$ cat config.mk
export PLATFORM = sky130hd
export DESIGN_NAME = int_alu_exec_flat
export DESIGN_NICKNAME = d
export VERILOG_FILES = /design/src/rtl/ex_pkg.sv /design/src/rtl/int_alu_exec_if.sv /design/src/rtl/int_shift_unit.sv /design/src/rtl/int_alu_exec.sv /design/src/flat_wrapper.sv
export SDC_FILE = /design/constraint.sdc
export NUM_CORES = 1
export LEC_CHECK = 0
export CAP_MARGIN = 25
export CORE_ASPECT_RATIO = 1.4
export CORE_MARGIN = 2
export CORE_UTILIZATION = 52
export CTS_CLUSTER_SIZE = 40
export DETAILED_ROUTE_END_ITERATION = 16
export PLACE_DENSITY = 0.81
export SETUP_SLACK_MARGIN = 0.5
export SLEW_MARGIN = 20
export SYNTH_ARGS = -nofsm -noshare
export SYNTH_HDL_FRONTEND = slang
export SYNTH_HIERARCHICAL = 1
export SYNTH_SLANG_ARGS = --single-unit
$ cat constraint.sdc
create_clock -name clk -period 3.26 [get_ports clk]
set_clock_uncertainty 0.15 [all_clocks]
set_input_delay 0.652 -clock clk [delete_from_list [all_inputs] [get_ports clk]]
set_output_delay 0.652 -clock clk [all_outputs]
set_load 0.02 [all_outputs]
$ cat src/rtl/ex_pkg.sv
// Shared execute-stage widths, op encodings and small helpers for the integer ALU.
package ex_pkg;
  localparam int XLEN      = 32;
  localparam int REG_TAG_W = 5;
  localparam int SHAMT_W   = 5;

  typedef logic [4:0] bit_op_t;    // one-hot {slt,sub,xor,or,and}
  typedef logic [2:0] shift_op_t;  // one-hot {sra,srl,sll}

  localparam bit_op_t BOP_AND = 5'b00001;
  localparam bit_op_t BOP_OR  = 5'b00010;
  localparam bit_op_t BOP_XOR = 5'b00100;
  localparam bit_op_t BOP_SUB = 5'b01000;
  localparam bit_op_t BOP_SLT = 5'b10000;

  localparam shift_op_t SOP_SLL = 3'b001;
  localparam shift_op_t SOP_SRL = 3'b010;
  localparam shift_op_t SOP_SRA = 3'b100;

  typedef enum logic {
    IDLE  = 1'b0,
    SHIFT = 1'b1
  } alu_state_t;

  function automatic logic is_onehot5(input bit_op_t v);
    return (v != 5'd0) && ((v & (v - 5'd1)) == 5'd0);
  endfunction

  function automatic logic is_onehot3(input shift_op_t v);
    return (v != 3'd0) && ((v & (v - 3'd1)) == 3'd0);
  endfunction

  // One bit position of movement, used by the iterative shifter
  function automatic logic [XLEN-1:0] shift_step(input logic [XLEN-1:0] v, input shift_op_t op);
    logic [XLEN-1:0] r;
    case (op)
      SOP_SLL: r = {v[XLEN-2:0], 1'b0};
      SOP_SRL: r = {1'b0, v[XLEN-1:1]};
      SOP_SRA: r = {v[XLEN-1], v[XLEN-1:1]};
      default: r = v;
    endcase
    return r;
  endfunction
endpackage

$ cat src/rtl/int_alu_exec_if.sv
// Issue/result bundle between decode and the integer ALU execute unit.
interface int_alu_exec_if;
  import ex_pkg::*;

  logic                 in_valid;
  logic                 in_ready;
  logic                 add_en;
  logic                 bit_en;
  logic                 shift_en;
  bit_op_t              bit_op_en;
  shift_op_t            shift_op_en;
  logic                 slt_u;
  logic [XLEN-1:0]      src1;
  logic [XLEN-1:0]      src2;
  logic [REG_TAG_W-1:0] rd_tag;
  logic                 out_valid;
  logic                 out_ready;
  logic [XLEN-1:0]      out_result;
  logic [REG_TAG_W-1:0] out_rd;
  logic                 out_err;

  modport slave (
    input  in_valid, add_en, bit_en, shift_en, bit_op_en, shift_op_en,
           slt_u, src1, src2, rd_tag, out_ready,
    output in_ready, out_valid, out_result, out_rd, out_err
  );

  modport master (
    output in_valid, add_en, bit_en, shift_en, bit_op_en, shift_op_en,
           slt_u, src1, src2, rd_tag, out_ready,
    input  in_ready, out_valid, out_result, out_rd, out_err
  );
endinterface

$ cat src/rtl/int_shift_unit.sv
// Shifter for the integer ALU. Default build is a single-cycle barrel shifter;
// defining INT_ALU_ITER_SHIFT_EN selects a 1-bit/cycle engine with an IDLE/SHIFT FSM.
module int_shift_unit
  import ex_pkg::*;
(
  input  logic               clk,
  input  logic               rst_n,
  input  logic               i_start,
  input  shift_op_t          i_op,
  input  logic [XLEN-1:0]    i_src,
  input  logic [SHAMT_W-1:0] i_amt,
  input  logic               i_out_free,
  output logic               o_busy,
  output logic               o_defer,
  output logic               o_done,
  output logic [XLEN-1:0]    o_result
);
`ifdef INT_ALU_ITER_SHIFT_EN
  alu_state_t         r_state;
  alu_state_t         w_state_nxt;
  logic [SHAMT_W-1:0] r_cnt;
  logic [SHAMT_W-1:0] w_cnt_nxt;
  logic [XLEN-1:0]    r_val;
  logic [XLEN-1:0]    w_val_nxt;
  logic [XLEN-1:0]    w_step;
  shift_op_t          r_op;
  shift_op_t          w_op_nxt;

  // State, remaining count and partially shifted operand
  always_ff @(posedge clk or negedge rst_n) begin
    if (!rst_n) begin
      r_state <= IDLE;
      r_cnt   <= {SHAMT_W{1'b0}};
      r_val   <= {XLEN{1'b0}};
      r_op    <= 3'b000;
    end else begin
      r_state <= w_state_nxt;
      r_cnt   <= w_cnt_nxt;
      r_val   <= w_val_nxt;
      r_op    <= w_op_nxt;
    end
  end

  // The last bit step feeds the output register directly, so count==1 means done
  always_comb begin
    w_state_nxt = r_state;
    w_cnt_nxt   = r_cnt;
    w_val_nxt   = r_val;
    w_op_nxt    = r_op;
    w_step      = shift_step(r_val, r_op);
    o_done      = 1'b0;
    case (r_state)
      IDLE: begin
        if (i_start && (i_amt != 5'd0)) begin
          w_state_nxt = SHIFT;
          w_cnt_nxt   = i_amt;
          w_val_nxt   = i_src;
          w_op_nxt    = i_op;
        end else begin
          w_state_nxt = IDLE;
        end
      end
      SHIFT: begin
        if (r_cnt == 5'd1) begin
          o_done = 1'b1;
          if (i_out_free) begin
            w_state_nxt = IDLE;
            w_cnt_nxt   = 5'd0;
          end else begin
            w_state_nxt = SHIFT;
          end
        end else begin
          w_val_nxt = w_step;
          w_cnt_nxt = r_cnt - 5'd1;
        end
      end
      default: begin
        w_state_nxt = IDLE;
        w_cnt_nxt   = 5'd0;
      end
    endcase
  end

  assign o_busy   = (r_state == SHIFT);
  assign o_defer  = (i_amt != 5'd0);
  assign o_result = o_busy ? w_step : i_src;
`else
  logic w_unused_ok;

  // Single-cycle barrel shift
  always_comb begin
    case (i_op)
      SOP_SLL: o_result = i_src << i_amt;
      SOP_SRL: o_result = i_src >> i_amt;
      SOP_SRA: o_result = $unsigned($signed(i_src) >>> i_amt);
      default: o_result = {XLEN{1'b0}};
    endcase
  end

  assign o_busy      = 1'b0;
  assign o_defer     = 1'b0;
  assign o_done      = 1'b0;
  assign w_unused_ok = &{1'b0, clk, rst_n, i_start, i_out_free};
`endif
endmodule

$ cat src/rtl/int_alu_exec.sv
// Integer ALU execute unit: add, and/or/xor/sub/slt and shifts (via int_shift_unit).
// Shift implementation is selected by INT_ALU_ITER_SHIFT_EN (iterative when defined).
module int_alu_exec
  import ex_pkg::*;
(
  input logic           clk,
  input logic           rst_n,
  int_alu_exec_if.slave bus
);
  logic                 w_out_free;
  logic                 w_in_ready;
  logic                 w_accept;
  logic [1:0]           w_grp_cnt;
  logic                 w_legal;
  logic                 w_lt;
  logic                 w_is_shift;
  logic                 w_sh_start;
  logic                 w_sh_busy;
  logic                 w_sh_defer;
  logic                 w_sh_done;
  logic [XLEN-1:0]      w_sh_result;
  logic [XLEN-1:0]      w_bit_result;
  logic [XLEN-1:0]      w_alu_result;
  logic                 w_load_now;
  logic                 w_load_iter;
  logic                 w_load;
  logic [XLEN-1:0]      w_load_result;
  logic [REG_TAG_W-1:0] w_load_rd;
  logic                 w_load_err;

  logic                 r_out_valid;
  logic [XLEN-1:0]      r_out_result;
  logic [REG_TAG_W-1:0] r_out_rd;
  logic                 r_out_err;
  logic [REG_TAG_W-1:0] r_pend_rd;

  assign w_out_free   = !r_out_valid || bus.out_ready;
  assign w_in_ready   = rst_n && !w_sh_busy && w_out_free;
  assign w_accept     = bus.in_valid && w_in_ready;
  assign bus.in_ready = w_in_ready;

  // Exactly one group, and a one-hot op vector for bit/shift groups
  always_comb begin
    w_grp_cnt = {1'b0, bus.add_en} + {1'b0, bus.bit_en} + {1'b0, bus.shift_en};
    if (w_grp_cnt != 2'd1) begin
      w_legal = 1'b0;
    end else if (bus.add_en) begin
      w_legal = 1'b1;
    end else if (bus.bit_en) begin
      w_legal = is_onehot5(bus.bit_op_en);
    end else begin
      w_legal = is_onehot3(bus.shift_op_en);
    end
  end

  assign w_lt = bus.slt_u ? (bus.src1 < bus.src2)
                          : ($signed(bus.src1) < $signed(bus.src2));

  // Single-cycle result selection; illegal encodings produce zero
  always_comb begin
    case (bus.bit_op_en)
      BOP_AND: w_bit_result = bus.src1 & bus.src2;
      BOP_OR:  w_bit_result = bus.src1 | bus.src2;
      BOP_XOR: w_bit_result = bus.src1 ^ bus.src2;
      BOP_SUB: w_bit_result = bus.src1 - bus.src2;
      BOP_SLT: w_bit_result = {{(XLEN-1){1'b0}}, w_lt};
      default: w_bit_result = {XLEN{1'b0}};
    endcase
    if (!w_legal) begin
      w_alu_result = {XLEN{1'b0}};
    end else if (bus.add_en) begin
      w_alu_result = bus.src1 + bus.src2;
    end else if (bus.bit_en) begin
      w_alu_result = w_bit_result;
    end else begin
      w_alu_result = w_sh_result;
    end
  end

  assign w_is_shift = w_legal && bus.shift_en;
  assign w_sh_start = w_accept && w_is_shift;

  int_shift_unit u_shift (
    .clk        (clk),
    .rst_n      (rst_n),
    .i_start    (w_sh_start),
    .i_op       (bus.shift_op_en),
    .i_src      (bus.src1),
    .i_amt      (bus.src2[SHAMT_W-1:0]),
    .i_out_free (w_out_free),
    .o_busy     (w_sh_busy),
    .o_defer    (w_sh_defer),
    .o_done     (w_sh_done),
    .o_result   (w_sh_result)
  );

  // A deferred shift loads later from the shifter; everything else loads on accept
  assign w_load_now  = w_accept && !(w_is_shift && w_sh_defer);
  assign w_load_iter = w_sh_done && w_out_free;
  assign w_load      = w_load_now || w_load_iter;

  // Source of the value written into the output register
  always_comb begin
    if (w_load_iter) begin
      w_load_result = w_sh_result;
      w_load_rd     = r_pend_rd;
      w_load_err    = 1'b0;
    end else begin
      w_load_result = w_alu_result;
      w_load_rd     = bus.rd_tag;
      w_load_err    = !w_legal;
    end
  end

  // Destination tag of a shift still in flight
  always_ff @(posedge clk or negedge rst_n) begin
    if (!rst_n) begin
      r_pend_rd <= {REG_TAG_W{1'b0}};
    end else if (w_sh_start) begin
      r_pend_rd <= bus.rd_tag;
    end
  end

  // Output register: payload only changes on load, so it holds while stalled
  always_ff @(posedge clk or negedge rst_n) begin
    if (!rst_n) begin
      r_out_valid  <= 1'b0;
      r_out_result <= {XLEN{1'b0}};
      r_out_rd     <= {REG_TAG_W{1'b0}};
      r_out_err    <= 1'b0;
    end else if (w_load) begin
      r_out_valid  <= 1'b1;
      r_out_result <= w_load_result;
      r_out_rd     <= w_load_rd;
      r_out_err    <= w_load_err;
    end else if (bus.out_ready) begin
      r_out_valid  <= 1'b0;
    end
  end

  assign bus.out_valid  = r_out_valid;
  assign bus.out_result = r_out_result;
  assign bus.out_rd     = r_out_rd;
  assign bus.out_err    = r_out_err;
endmodule

$ cat src/flat_wrapper.sv
// flat-port wrapper written by rule: the top's interface ports become plain ports
module int_alu_exec_flat import ex_pkg::*;
  (clk, rst_n, bus_in_valid, bus_add_en, bus_bit_en, bus_shift_en, bus_bit_op_en, bus_shift_op_en, bus_slt_u, bus_src1, bus_src2, bus_rd_tag, bus_out_ready, bus_in_ready, bus_out_valid, bus_out_result, bus_out_rd, bus_out_err);
  int_alu_exec_if bus_i ();
  input logic clk;
  input logic rst_n;
  input wire logic [$bits(bus_i.in_valid)-1:0] bus_in_valid;
  input wire logic [$bits(bus_i.add_en)-1:0] bus_add_en;
  input wire logic [$bits(bus_i.bit_en)-1:0] bus_bit_en;
  input wire logic [$bits(bus_i.shift_en)-1:0] bus_shift_en;
  input wire logic [$bits(bus_i.bit_op_en)-1:0] bus_bit_op_en;
  input wire logic [$bits(bus_i.shift_op_en)-1:0] bus_shift_op_en;
  input wire logic [$bits(bus_i.slt_u)-1:0] bus_slt_u;
  input wire logic [$bits(bus_i.src1)-1:0] bus_src1;
  input wire logic [$bits(bus_i.src2)-1:0] bus_src2;
  input wire logic [$bits(bus_i.rd_tag)-1:0] bus_rd_tag;
  input wire logic [$bits(bus_i.out_ready)-1:0] bus_out_ready;
  output wire logic [$bits(bus_i.in_ready)-1:0] bus_in_ready;
  output wire logic [$bits(bus_i.out_valid)-1:0] bus_out_valid;
  output wire logic [$bits(bus_i.out_result)-1:0] bus_out_result;
  output wire logic [$bits(bus_i.out_rd)-1:0] bus_out_rd;
  output wire logic [$bits(bus_i.out_err)-1:0] bus_out_err;
  assign bus_i.in_valid = bus_in_valid;
  assign bus_i.add_en = bus_add_en;
  assign bus_i.bit_en = bus_bit_en;
  assign bus_i.shift_en = bus_shift_en;
  assign bus_i.bit_op_en = bus_bit_op_en;
  assign bus_i.shift_op_en = bus_shift_op_en;
  assign bus_i.slt_u = bus_slt_u;
  assign bus_i.src1 = bus_src1;
  assign bus_i.src2 = bus_src2;
  assign bus_i.rd_tag = bus_rd_tag;
  assign bus_i.out_ready = bus_out_ready;
  assign bus_in_ready = bus_i.in_ready;
  assign bus_out_valid = bus_i.out_valid;
  assign bus_out_result = bus_i.out_result;
  assign bus_out_rd = bus_i.out_rd;
  assign bus_out_err = bus_i.out_err;
  int_alu_exec u_core (.clk(clk), .rst_n(rst_n), .bus(bus_i));
endmodule
==> results.toml, run 1 <==
[synth]
ys.warnings.count = 6
syn_inst = 1414
synthXorXnorAreaFrac_pct = 3.42
synth_cell_types = 96
synthArstFlopShare_pct = 100
synth-edff-count = 0
synth_top_family_by_area = "compound AO/OA/AOI/OAI gates"
synthTopCellsByArea = "ha_1 (11%), dfrtp_1 (10%), mux4_2 (9.6%)"
avgSynthCellArea_um2 = 7.78
yosysTopAreaCell = "ha_1"
muxShareOfSynthArea_pct = 19.2
dominantRegCellSynth = "dfrtp_1"
yosysSeqAreaShare_pct = 10.0
synth-simple-area-share_pct = 14.9
syn_area_um2 = 11000
synth_seq_cells = 44
synth_compound_area_share_pct = 32.2
synth_fa_ha_area_share_pct = 11.5
synth_top_area_share_pct = 10.9

[status]
error = "[ERROR GRT-0116] Global routing finished with congestion. Check the congestion regions in the DRC Viewer."
stop_stage = "5_1_grt"
outcome = "stopped before the end"

[place]
pre_cts_ws_ns = -0.935
gp_congestion = 1.11
io_buffers = 124
dpl.hpwl_um = 43600

[die]
die_y_um = 176
start_util_pct = 52.5
io_pins = 125
num_rows = 63
die_w_um = 127

[clocking]
numClockSinks = 44
root_buffer = "clkbuf_16"
cts_buffer_depth = 2
cts_buffers = 5
htreeDepth = 2

[global_routing]
grtUsageTotal_pct = 67.4
grt_pass1_wl_um = 114000
grt_pass1_vias = 18800
grt_max_degree = 45
gr-total-overflow = 56
## metal layers
layer	GRT overflow	global-route usage (%)
met1	0	64.0
met2	30	91.8
met3	4	44.6
met4	22	70.8
met5	0	13.8
## what timing repair did
item,in CTS
setup endpoints to repair,38
endpoints found under the hold margin,0
hold buffers,0
pin swaps,133
gates cloned,1
resized for setup,390
buffers inserted,80
## metrics by stage
step | cell area [um^2] | setup TNS (ns) | std cells
CTS | 18000 | -0.553 | 2239
floorplan | 11500 | -0.214 | 1416
global placement | 16000 | -17.51 | 2151
detailed placement | 16000 | -20.47 | 2151
## cell usage after synthesis (6+ instances only)
library cell,number
nor2b_1,9
a21o_1,20
o31ai_1,7
nor3b_1,6
nor2_1,100
nand2b_1,14
o221ai_1,12
a211oi_1,16
a22oi_1,37
mux2i_1,74
mux2_2,25
nand3_1,22
o22ai_1,15
mux4_2,47
a31oi_1,18
and2_1,12
and3_1,8
a221o_1,12
buf_2,16
inv_1,97
o21ai_0,94
o21a_1,10
nor3_1,33
o21bai_1,20
buf_6,8
xnor2_1,32
xor2_1,11
o211ai_1,29
nand2_1,110
a221oi_1,21
clkbuf_1,81
dfrtp_1,44
a222oi_1,6
ha_1,96
o21ai_1,17
a21oi_1,111
## cells by family after synthesis
kind of cell / Yosys count
flops: 44
other cells: 1
compound gates: 513
mux: 148
simple gates: 347
buf+inv: 219
xor+xnor: 43
fa+ha+maj: 99
==> run 2, diff against run 1 <==
Settings changed: CORE_ASPECT_RATIO 1.4 to unset, CORE_UTILIZATION 52 to 37, CTS_CLUSTER_SIZE 40 to unset, PLACE_DENSITY 0.81 to unset, PLACE_DENSITY_LB_ADDON set to 0.15, SETUP_SLACK_MARGIN 0.5 to unset.
==> run 2 against run 1 <==
The flow now finishes, with violations (max-slew violations, negative setup slack); area after synthesis stayed put; synthesized cell count unchanged.
==> results.toml, run 2 <==
[status]
outcome = "finished with violations"
violations = "max-slew violations, negative setup slack"

[route]
antenna_left = 0
routed_wl_um = 55800
num_vias = 14200
drc = 0
wire_per_inst_um = 23.7
avgViaCountPerCell = 6.04
drtIter0Drc = 1499
first_pass_iters = 6

[clocking]
numClockSinks = 44
clk_pin_slew_ns = 0.07
cts_hold_buf = 0
cts_buffers = 5
clk_latency_ns = 0.30
cts_buffer_depth = 2
cts_tree = "built"
root_buffer = "clkbuf_16"
htreeDepth = 2

[synth]
yosysTopAreaCell = "ha_1"
syn_area_um2 = 11000
synth_common_cells = "a21oi_1 (111), nand2_1 (110), nor2_1 (100)"
synth_cell_types = 96
synthArstFlopShare_pct = 100
synthTopCellsByArea = "ha_1 (11%), dfrtp_1 (10%), mux4_2 (9.6%)"
avgSynthCellArea_um2 = 7.78
syn_inst = 1414
synth_top_area_share_pct = 10.9
yosysMostFrequentCell = "a21oi_1"
synth_seq_cells = 44
ys.warnings.count = 6
dominantRegCellSynth = "dfrtp_1"
synth-edff-count = 0
yosysSeqAreaShare_pct = 10.0

[sta]
setup_slack_ns = -0.128
hold_viol_final = 0
holdWs_ns = 0.324
min_period_ns = 3.39
finalSetupTns_ns = -0.189
rsz0062_at_grt = "true"
clock.fmax_mhz = 295
finalCritPeriodShare_pct = 104
slew_viol_final = 43
setup_violations = 5
relSlewSlack_pct = -45.1
worst_pin_slew_ns = 2.18

[power]
cellLeakagePower_nw = 7.96
ir_worst_vdd_v = 0.000210
total_power_mw = 4.47
p_per_area_nw_per_um2 = 252

[place]
gp_congestion = 1.02
dpl.hpwl_um = 43700
place_area_um2 = 16000
io_buffers = 124

[worst_setup_path]
cp_max_fo = 7
cp.arrival_ns = 3.43
startpoint = "bus_src2[0]"
end_kind = "flop"
required_ns = 3.30
r2r_cells = 11
startpoint_type = "input pin"
path_class = "input pin to flop"
worstReg2RegStart = "u_core/bus.out_valid$_DFFE_PN0P_"

[run]
maxCapViolCount = 0

[die]
io_pins = 125
die_area_um2 = 31100
start_util_pct = 37.3
num_rows = 63
core-area_um2 = 29500
die_w_um = 176
die_y_um = 176

[global_routing]
antenna_found_initial = 0
grtUsageTotal_pct = 35.3
grt_pass1_wl_um = 84200
grt_max_degree = 45
gr-total-overflow = 0
grt_pass1_vias = 14200

[cells_and_area]
area_growth_syn_to_layout_pct = 61.3
nNetsFinal = 2145
final_cell_area_um2 = 17700
n_antenna_cell = 0
drive_gt1_share_pct = 42.4
layout_common_cells = "buf_4 (466), nand2_1 (107), nor2_1 (96), a21oi_1 (87), o21ai_0 (76)"
final_common_cell = "buf_4"
largest_reg_flops = 32

[min_path]
min_path_type = "input pin to async pin"
-- run 2: cell counts after synthesis --
No cell type changed its count.
-- run 2: final cells by class --
class	count	area (um^2)
well taps	390	488
inverters	104	419
clock inverters	2	60.1
repair buffers	653	5530
clock buffers	5	125
fillers	2690	11700
flip-flops and latches	44	1100
multi-input cells	1153	10000
-- run 2: cell families (layout without fill, tap and decap cells) --
logic type	count (synthesis)	in the layout	synth area share [%]
adders and majority gates	99	99	11.5
DFF	44	44	10.0
muxes	148	148	19.2
and+or+nand+nor	347	347	14.9
other	1	3	0.0341
buffers and inverters	219	764	8.78
AOI/OAI and AO/OA	513	513	32.2
xor gates and xnor gates	43	43	3.42
-- run 2: worst max-delay path: stages --
cell,delay [ns]
buf_16,0.13
buf_6,0.12
buf_6,0.13
buf_6,0.11
mux2_4,0.29
buf_4,0.15
a41oi_1,0.28
a31oi_2,0.15
o32a_1,0.44
a21o_1,0.21
a21oi_1,0.11
o21ai_1,0.08
a31oi_1,0.20
a221oi_2,0.10
a221o_1,0.27
-- run 2: report_power, final --
part / total, mW / internal [mW] / switching (mW) / leakage, nW
sequential: 0.697 / 0.624 / 0.0729 / 0.576
combinational: 3.07 / 1.50 / 1.57 / 7.29
clock: 0.698 / 0.436 / 0.261 / 0.0899
total: 4.47 / 2.56 / 1.91 / 7.96
-- run 2: layer usage --
metal  global-route usage [%]  share of wire, %
met1                     48.4                42
met2                     56.4                45
met4                     12.8               4.0
met3                     5.00               8.9
met5                        0                 0
-- run 2: per-stage QoR --
stage	instances	setup WS, ns	utilization [%]
2_1_floorplan	1416	-0.0626	-
3_3_place_gp	2294	-0.982	54.2
3_5_place_dp	2294	-0.975	54.2
4_1_cts	2340	-0.0978	58.7
5_1_grt	2351	-0.211	60.2
6_report	2351	-0.128	60.2
-- run 2: final timing paths --
kind | slack [ns] | endpoint
setup / recovery | -0.13 | u_core/bus.out_result[19]$_DFFE_PN0P_
hold / removal | 0.32 | u_core/bus.out_rd[3]$_DFFE_PN0P_
setup reg to reg | 0.79 | u_core/bus.out_result[24]$_DFFE_PN0P_
hold reg to reg | 0.34 | u_core/bus.out_rd[0]$_DFFE_PN0P_
max in group asynchronous | 2.15 | u_core/bus.out_result[7]$_DFFE_PN0P_
min in group clk | 0.34 | u_core/bus.out_rd[0]$_DFFE_PN0P_
-- run 2: what timing repair did --
| action | CTS | global route |
|---|---|---|
| resized for setup | 286 | 109 |
| pin swaps | 76 | 68 |
| endpoints found under the setup margin | 27 | 29 |
| setup buffers | 39 | 16 |
Power figures use the tool's default switching activity.
